**src/rtl/pcs_loopback_elastic.sv**
```systemverilog
// pcs_loopback_elastic: RX->TX PCS loopback with an elastic FIFO on one clock.
// The FIFO fills to START_LVL before draining and deletes all-idle blocks at or
// above HIGH_LVL. When it runs dry in RUN, an IDLE block is sent and it refills.
// Ports: clk/reset, loopback_en_i, and the RX block bus (rx_valid_i plus the
// pcs_rx_* fields). tx_ready_i and the TX block bus (pcs_tx_*) form the output.
// fifo_lvl_o gives occupancy. overflow_o and underflow_o are sticky flags that
// clear when loopback is disabled.
module pcs_loopback_elastic #(
  parameter int DATA_W      = 64,
  parameter int LANE_N      = 1,
  parameter int LANE0_CNT_N = 1,
  parameter int DEPTH       = 8,
  parameter int START_LVL   = 4,
  parameter int HIGH_LVL    = 6,
  localparam int KEEP_W     = DATA_W / 8,
  localparam int LVL_W      = $clog2(DEPTH) + 1
) (
  input  logic                          clk,
  input  logic                          reset,
  input  logic                          loopback_en_i,
  input  logic                          rx_valid_i,
  input  logic [LANE_N-1:0]             pcs_rx_ctrl_i,
  input  logic [LANE_N-1:0]             pcs_rx_idle_i,
  input  logic [LANE_N-1:0]             pcs_rx_term_i,
  input  logic [LANE_N-1:0]             pcs_rx_err_i,
  input  logic [LANE_N*LANE0_CNT_N-1:0] pcs_rx_start_i,
  input  logic [LANE_N*DATA_W-1:0]      pcs_rx_data_i,
  input  logic [LANE_N*KEEP_W-1:0]      pcs_rx_keep_i,
  input  logic                          tx_ready_i,
  output logic [LANE_N-1:0]             pcs_tx_ctrl_o,
  output logic [LANE_N-1:0]             pcs_tx_idle_o,
  output logic [LANE_N-1:0]             pcs_tx_term_o,
  output logic [LANE_N-1:0]             pcs_tx_err_o,
  output logic [LANE_N*LANE0_CNT_N-1:0] pcs_tx_start_o,
  output logic [LANE_N*DATA_W-1:0]      pcs_tx_data_o,
  output logic [LANE_N*KEEP_W-1:0]      pcs_tx_keep_o,
  output logic [LVL_W-1:0]              fifo_lvl_o,
  output logic                          overflow_o,
  output logic                          underflow_o
);

  localparam int PTR_W   = $clog2(DEPTH);
  localparam int ENTRY_W = LANE_N * (4 + LANE0_CNT_N + DATA_W + KEEP_W);

  localparam logic [1:0] S_DIS  = 2'd0;
  localparam logic [1:0] S_FILL = 2'd1;
  localparam logic [1:0] S_RUN  = 2'd2;

  localparam logic [LVL_W-1:0] START_L = LVL_W'(START_LVL);
  localparam logic [LVL_W-1:0] HIGH_L  = LVL_W'(HIGH_LVL);
  localparam logic [LVL_W-1:0] FULL_L  = LVL_W'(DEPTH);

  // IDLE block: ctrl and idle set on every lane, every other field zero.
  localparam logic [ENTRY_W-1:0] IDLE_ENTRY =
    {{LANE_N{1'b1}}, {LANE_N{1'b1}}, {(ENTRY_W-2*LANE_N){1'b0}}};

  logic [1:0]         state, state_d;
  logic [LVL_W-1:0]   lvl, lvl_d;
  logic [PTR_W-1:0]   wr_ptr, rd_ptr;
  logic               ovf, udf;
  logic [ENTRY_W-1:0] out_q;
  logic [ENTRY_W-1:0] mem [DEPTH];
  logic [ENTRY_W-1:0] rx_entry;

  logic active, run, fill, empty, full;
  logic pop, del, wr_try, push, drop, starve, flush;

  assign rx_entry = {pcs_rx_ctrl_i, pcs_rx_idle_i, pcs_rx_term_i, pcs_rx_err_i,
                     pcs_rx_start_i, pcs_rx_data_i, pcs_rx_keep_i};

  assign run    = (state == S_RUN);
  assign fill   = (state == S_FILL);
  assign empty  = (lvl == '0);
  assign full   = (lvl == FULL_L);
  // A disabled loopback or the DIS state empties the FIFO and clears flags.
  assign flush  = !loopback_en_i || (state == S_DIS);
  assign active = !flush;

  // FILL pops on the same edge that it hands over to RUN.
  assign pop    = active && tx_ready_i && !empty && (run || (fill && lvl >= START_L));
  assign starve = active && run && tx_ready_i && empty;

  // Idle deletion above the high-water mark is silent; it never counts as overflow.
  assign del    = rx_valid_i && (&pcs_rx_idle_i) && (lvl >= HIGH_L);
  assign wr_try = active && rx_valid_i && !del;
  assign push   = wr_try && (!full || pop);
  assign drop   = wr_try && full && !pop;

  always_comb begin
    state_d = state;
    if (!loopback_en_i) begin
      state_d = S_DIS;
    end else begin
      case (state)
        S_DIS:   state_d = S_FILL;
        S_FILL:  if (tx_ready_i && lvl >= START_L) state_d = S_RUN;
        S_RUN:   if (starve) state_d = S_FILL;
        default: state_d = S_DIS;
      endcase
    end
  end

  always_comb begin
    lvl_d = lvl;
    if (push && !pop)      lvl_d = lvl + LVL_W'(1);
    else if (pop && !push) lvl_d = lvl - LVL_W'(1);
  end

  // Storage is not reset; the pointers and the level define what is valid.
  always_ff @(posedge clk) begin
    if (push) mem[wr_ptr] <= rx_entry;
  end

  always_ff @(posedge clk or posedge reset) begin
    if (reset) begin
      state  <= S_DIS;
      lvl    <= '0;
      wr_ptr <= '0;
      rd_ptr <= '0;
      ovf    <= 1'b0;
      udf    <= 1'b0;
      out_q  <= IDLE_ENTRY;
    end else begin
      state <= state_d;
      if (flush) begin
        lvl    <= '0;
        wr_ptr <= '0;
        rd_ptr <= '0;
        ovf    <= 1'b0;
        udf    <= 1'b0;
      end else begin
        lvl <= lvl_d;
        if (push) wr_ptr <= wr_ptr + PTR_W'(1);
        if (pop)  rd_ptr <= rd_ptr + PTR_W'(1);
        ovf <= ovf | drop;
        udf <= udf | starve;
      end
      // Disabling loads IDLE even while TX stalls, so no stale data stays on the bus.
      if (!loopback_en_i)  out_q <= IDLE_ENTRY;
      else if (tx_ready_i) out_q <= pop ? mem[rd_ptr] : IDLE_ENTRY;
    end
  end

  assign {pcs_tx_ctrl_o, pcs_tx_idle_o, pcs_tx_term_o, pcs_tx_err_o,
          pcs_tx_start_o, pcs_tx_data_o, pcs_tx_keep_o} = out_q;

  assign fifo_lvl_o  = lvl;
  assign overflow_o  = ovf;
  assign underflow_o = udf;

endmodule
```
**config.mk**
```make
export PLATFORM = sky130hd
export DESIGN_NAME = pcs_loopback_elastic
export DESIGN_NICKNAME = d
export VERILOG_FILES = /design/src/rtl/pcs_loopback_elastic.sv
export SDC_FILE = /design/constraint.sdc
export NUM_CORES = 1
export LEC_CHECK = 0
export ABC_AREA = 1
export CAP_MARGIN = 25
export CORE_AREA = 2 2 238 240
export DETAILED_ROUTE_END_ITERATION = 10
export DIE_AREA = 0 0 240 242
export PLACE_DENSITY = 0.71
export SYNTH_ARGS = -nofsm -noshare
export SYNTH_HDL_FRONTEND = slang
export SYNTH_SLANG_ARGS = --single-unit
```
**constraint.sdc**
```tcl
create_clock -name clk -period 5 [get_ports clk]
set_clock_uncertainty 0.15 [all_clocks]
set_input_delay 1.5 -clock clk [delete_from_list [all_inputs] [get_ports clk]]
set_output_delay 1.5 -clock clk [all_outputs]
set_load 0.005 [all_outputs]
```
==> run metrics <==
# rows=87; Final Total Pwr=13.0 mW; clk slew on worst S/H paths=0.06 ns; clock root buffer=clkbuf_16; die area=58100 um^2; worst hold start=out_q[66]; first-pass GRT wire length=between 100000 and 150000 um; clk_lat worst skew=0.61 ns; I/O pins=between 150 and 200; WL/cell=20.7 um; Avg Synthesized Cell Area=12.5 um^2; post-route ant nets=0; R2R depth=6; max-slew violations=0; HPWL Detailed=35800 um; origin of the critical flop-to-flop path=rd_ptr[0]; CTS resizes=0; critical-path cell list=clkdlybuf4s50_1 -> nand2_1 -> nand2_1 -> nand2_1 -> a21oi_1 -> nand2_1 -> inv_1 -> nand2_1 -> nor2_4 -> buf_12; Die Wd=240 um; min-delay worst type=flop to flop; Worst Path Required=5.08 ns; final hold vios=0; setup ws final=~1.2 ns; Initial Utilization=49.3%; Final setup violation count=0; cell mode on critical path=nand2_1; static leakage=11.4 nW; area of the core=55700 um^2; vias in the first global route=17782; crit path launch type=input pin; dpl ws=around 0.65 ns; n_diodes=0; Vias/cell=5.63; max frequency=264 MHz; largest net degree at the start of global routing=between 150 and 200; RSZ-0062 raised after global routing=no; gr ovfl total=0; EDFF count, synth=616; slowest stage delay, CP=~0.53 ns; cts bufs inserted=between 60 and 70; Post-Layout Cell Count=about 3100; syn nets=2278; # nets final=2413; routing usage on met2=37.7%; H-Tree Depth=3; Slew @ Worst Pin=0.968 ns; prevailing post-synth register cell=edfxtp_1; fill cell count=~4300; met3 usage=3.56%; Peak VDD IR=325 uV; Via Count=17673; max_cap viols=0; FF+latch count, synth=707; Yosys cell types=29; routability cong.=0.791; hold depth=2; final cell utilization of the core=58.0%; YS warnings=0; Hold Buf Count CTS=0; DP Cell Count=3010; critical path class=input pin to flop; r2r endpoint=out_q[3]; slowest CP cell=clkdlybuf4s50_1; Residual DRC=0; Total Wirelength=65000 um; Critical Path End Type=flop; run status=completed; busiest grt layer=met2; asr flop ratio synth=roughly 13%; Crit Path Max Fanout=77; setup TNS=0 ns; Post-Syn Instances=roughly 2200; Max Root-Sink Buffers=3; Finished Cell Area=32300 um^2; Starting DRT DRC Count=1819; Placed Area=30000 um^2; initial antenna violation count=4; final worst-path cycle share=75.8%; CTS tree=done; slew margin rel.=a little over a third; Syn-to-layout area delta=17.6%; Post-CTS Repair Setup Buffers=0; ratio of cells with drive above 1 in the final layout=7.26%; Hold Path End=out_q[66]; DRT Pass-1 Iters=5; IO Port Bufs=164; r2r setup slk=around 1.8 ns; post-synthesis sequential area ratio=around three quarters; WP data arrival=3.87 ns; met1 Use GR=30.2%; post-layout minimum cycle time=3.79 ns; cell area after synthesis=27500 um^2; WHS=0.340 ns; gr usage total=between 20% and 30%; die height=242 um; CTS Sinks=just over 700; PwrDens=slightly above 400 nW/um^2
==> critical path: cells and delay by family <==
family / cells / cell delay, ns
simple gates: 6 / 0.90
buf+inv: 3 / 1.09
compound gates: 1 / 0.30
==> worst max-delay path by stage <==
stage	cells after the start	endpoint	start
finish	10	mem[4][26]	loopback_en_i
global placement	10	mem[2][31]	loopback_en_i
detailed placement	10	mem[6][27]	loopback_en_i
global route	10	mem[6][31]	loopback_en_i
CTS	10	mem[6][28]	loopback_en_i
floorplan	8	mem[0][0]	loopback_en_i
==> Yosys cell counts (9+ instances only) <==
cell type	number	area share, %
a21oi_1	153	2.8
buf_2	42	0.77
clkbuf_1	82	1.1
dfrtp_1	89	8.1
edfxtp_1	616	67
inv_1	23	0.31
nand2_1	707	9.7
nand3_1	303	5.5
nor2_1	35	0.48
o21ai_0	23	0.42
o31ai_1	65	1.8
o31ai_2	9	0.41
==> flip-flops by register name, summed over array words and instances, names as in the netlist <==
| register | flops |
|---|---|
| fifo_lvl_o | 4 |
| rd_ptr | 3 |
| mem | 616 |
| overflow_o | 1 |
| out_q | 77 |
| wr_ptr | 3 |
| underflow_o | 1 |
| state | 2 |
==> routing by layer <==
metal | up-vias | wire length, um | part of all wire, %
li1 | 8059 | - | -
met1 | 8759 | 26000 | 40
met2 | 750 | 32700 | 50
met3 | 99 | 4860 | 7.5
met4 | 6 | 1400 | 2.1
met5 | - | 27 | 0.042
==> cell usage in the layout, fill, tap and decap left out, types with 10 or more instances in the layout <==
| cell | instances |
|---|---|
| nand2_1 | 707 |
| edfxtp_1 | 616 |
| nand3_1 | 303 |
| clkdlybuf4s50_1 | 164 |
| a21oi_1 | 153 |
| dfrtp_1 | 86 |
| clkbuf_16 | 69 |
| o31ai_1 | 65 |
| nor2_1 | 26 |
| o21ai_0 | 23 |
| inv_1 | 21 |
| buf_4 | 19 |
| clkbuf_1 | 17 |
| buf_12 | 15 |
| clkinv_2 | 11 |
| nor2_4 | 10 |
==> logic make-up after synthesis <==
kind of cell	share of synthesized area, %
xor gates and xnor gates	0.0638
buffers and inverters	2.47
AOI/OAI and AO/OA	5.63
and+or+nand+nor	15.9
DFF	75.6
adders and majority gates	0.255
==> power by group <==
part | total [mW] | switching [mW] | internal, mW
clock network | 5.18 | 2.22 | 2.96
logic | 1.09 | 0.716 | 0.371
registers | 6.73 | 0.0941 | 6.63
total | 13.0 | 3.03 | 9.97
==> final cells by class <==
type                       instances  area, um^2  share of cell area (%)
timing repair buffer             199        2110                    6.54
clock inverter                    33         368                    1.14
tap                              756         946                    2.93
sequential                       707       20800                    64.3
inverter                          26         111                   0.345
clock buffer                      94        1900                    5.88
multi-input combinational       1323        6080                    18.8
Note: power is estimated with default switching activity, not from simulation.
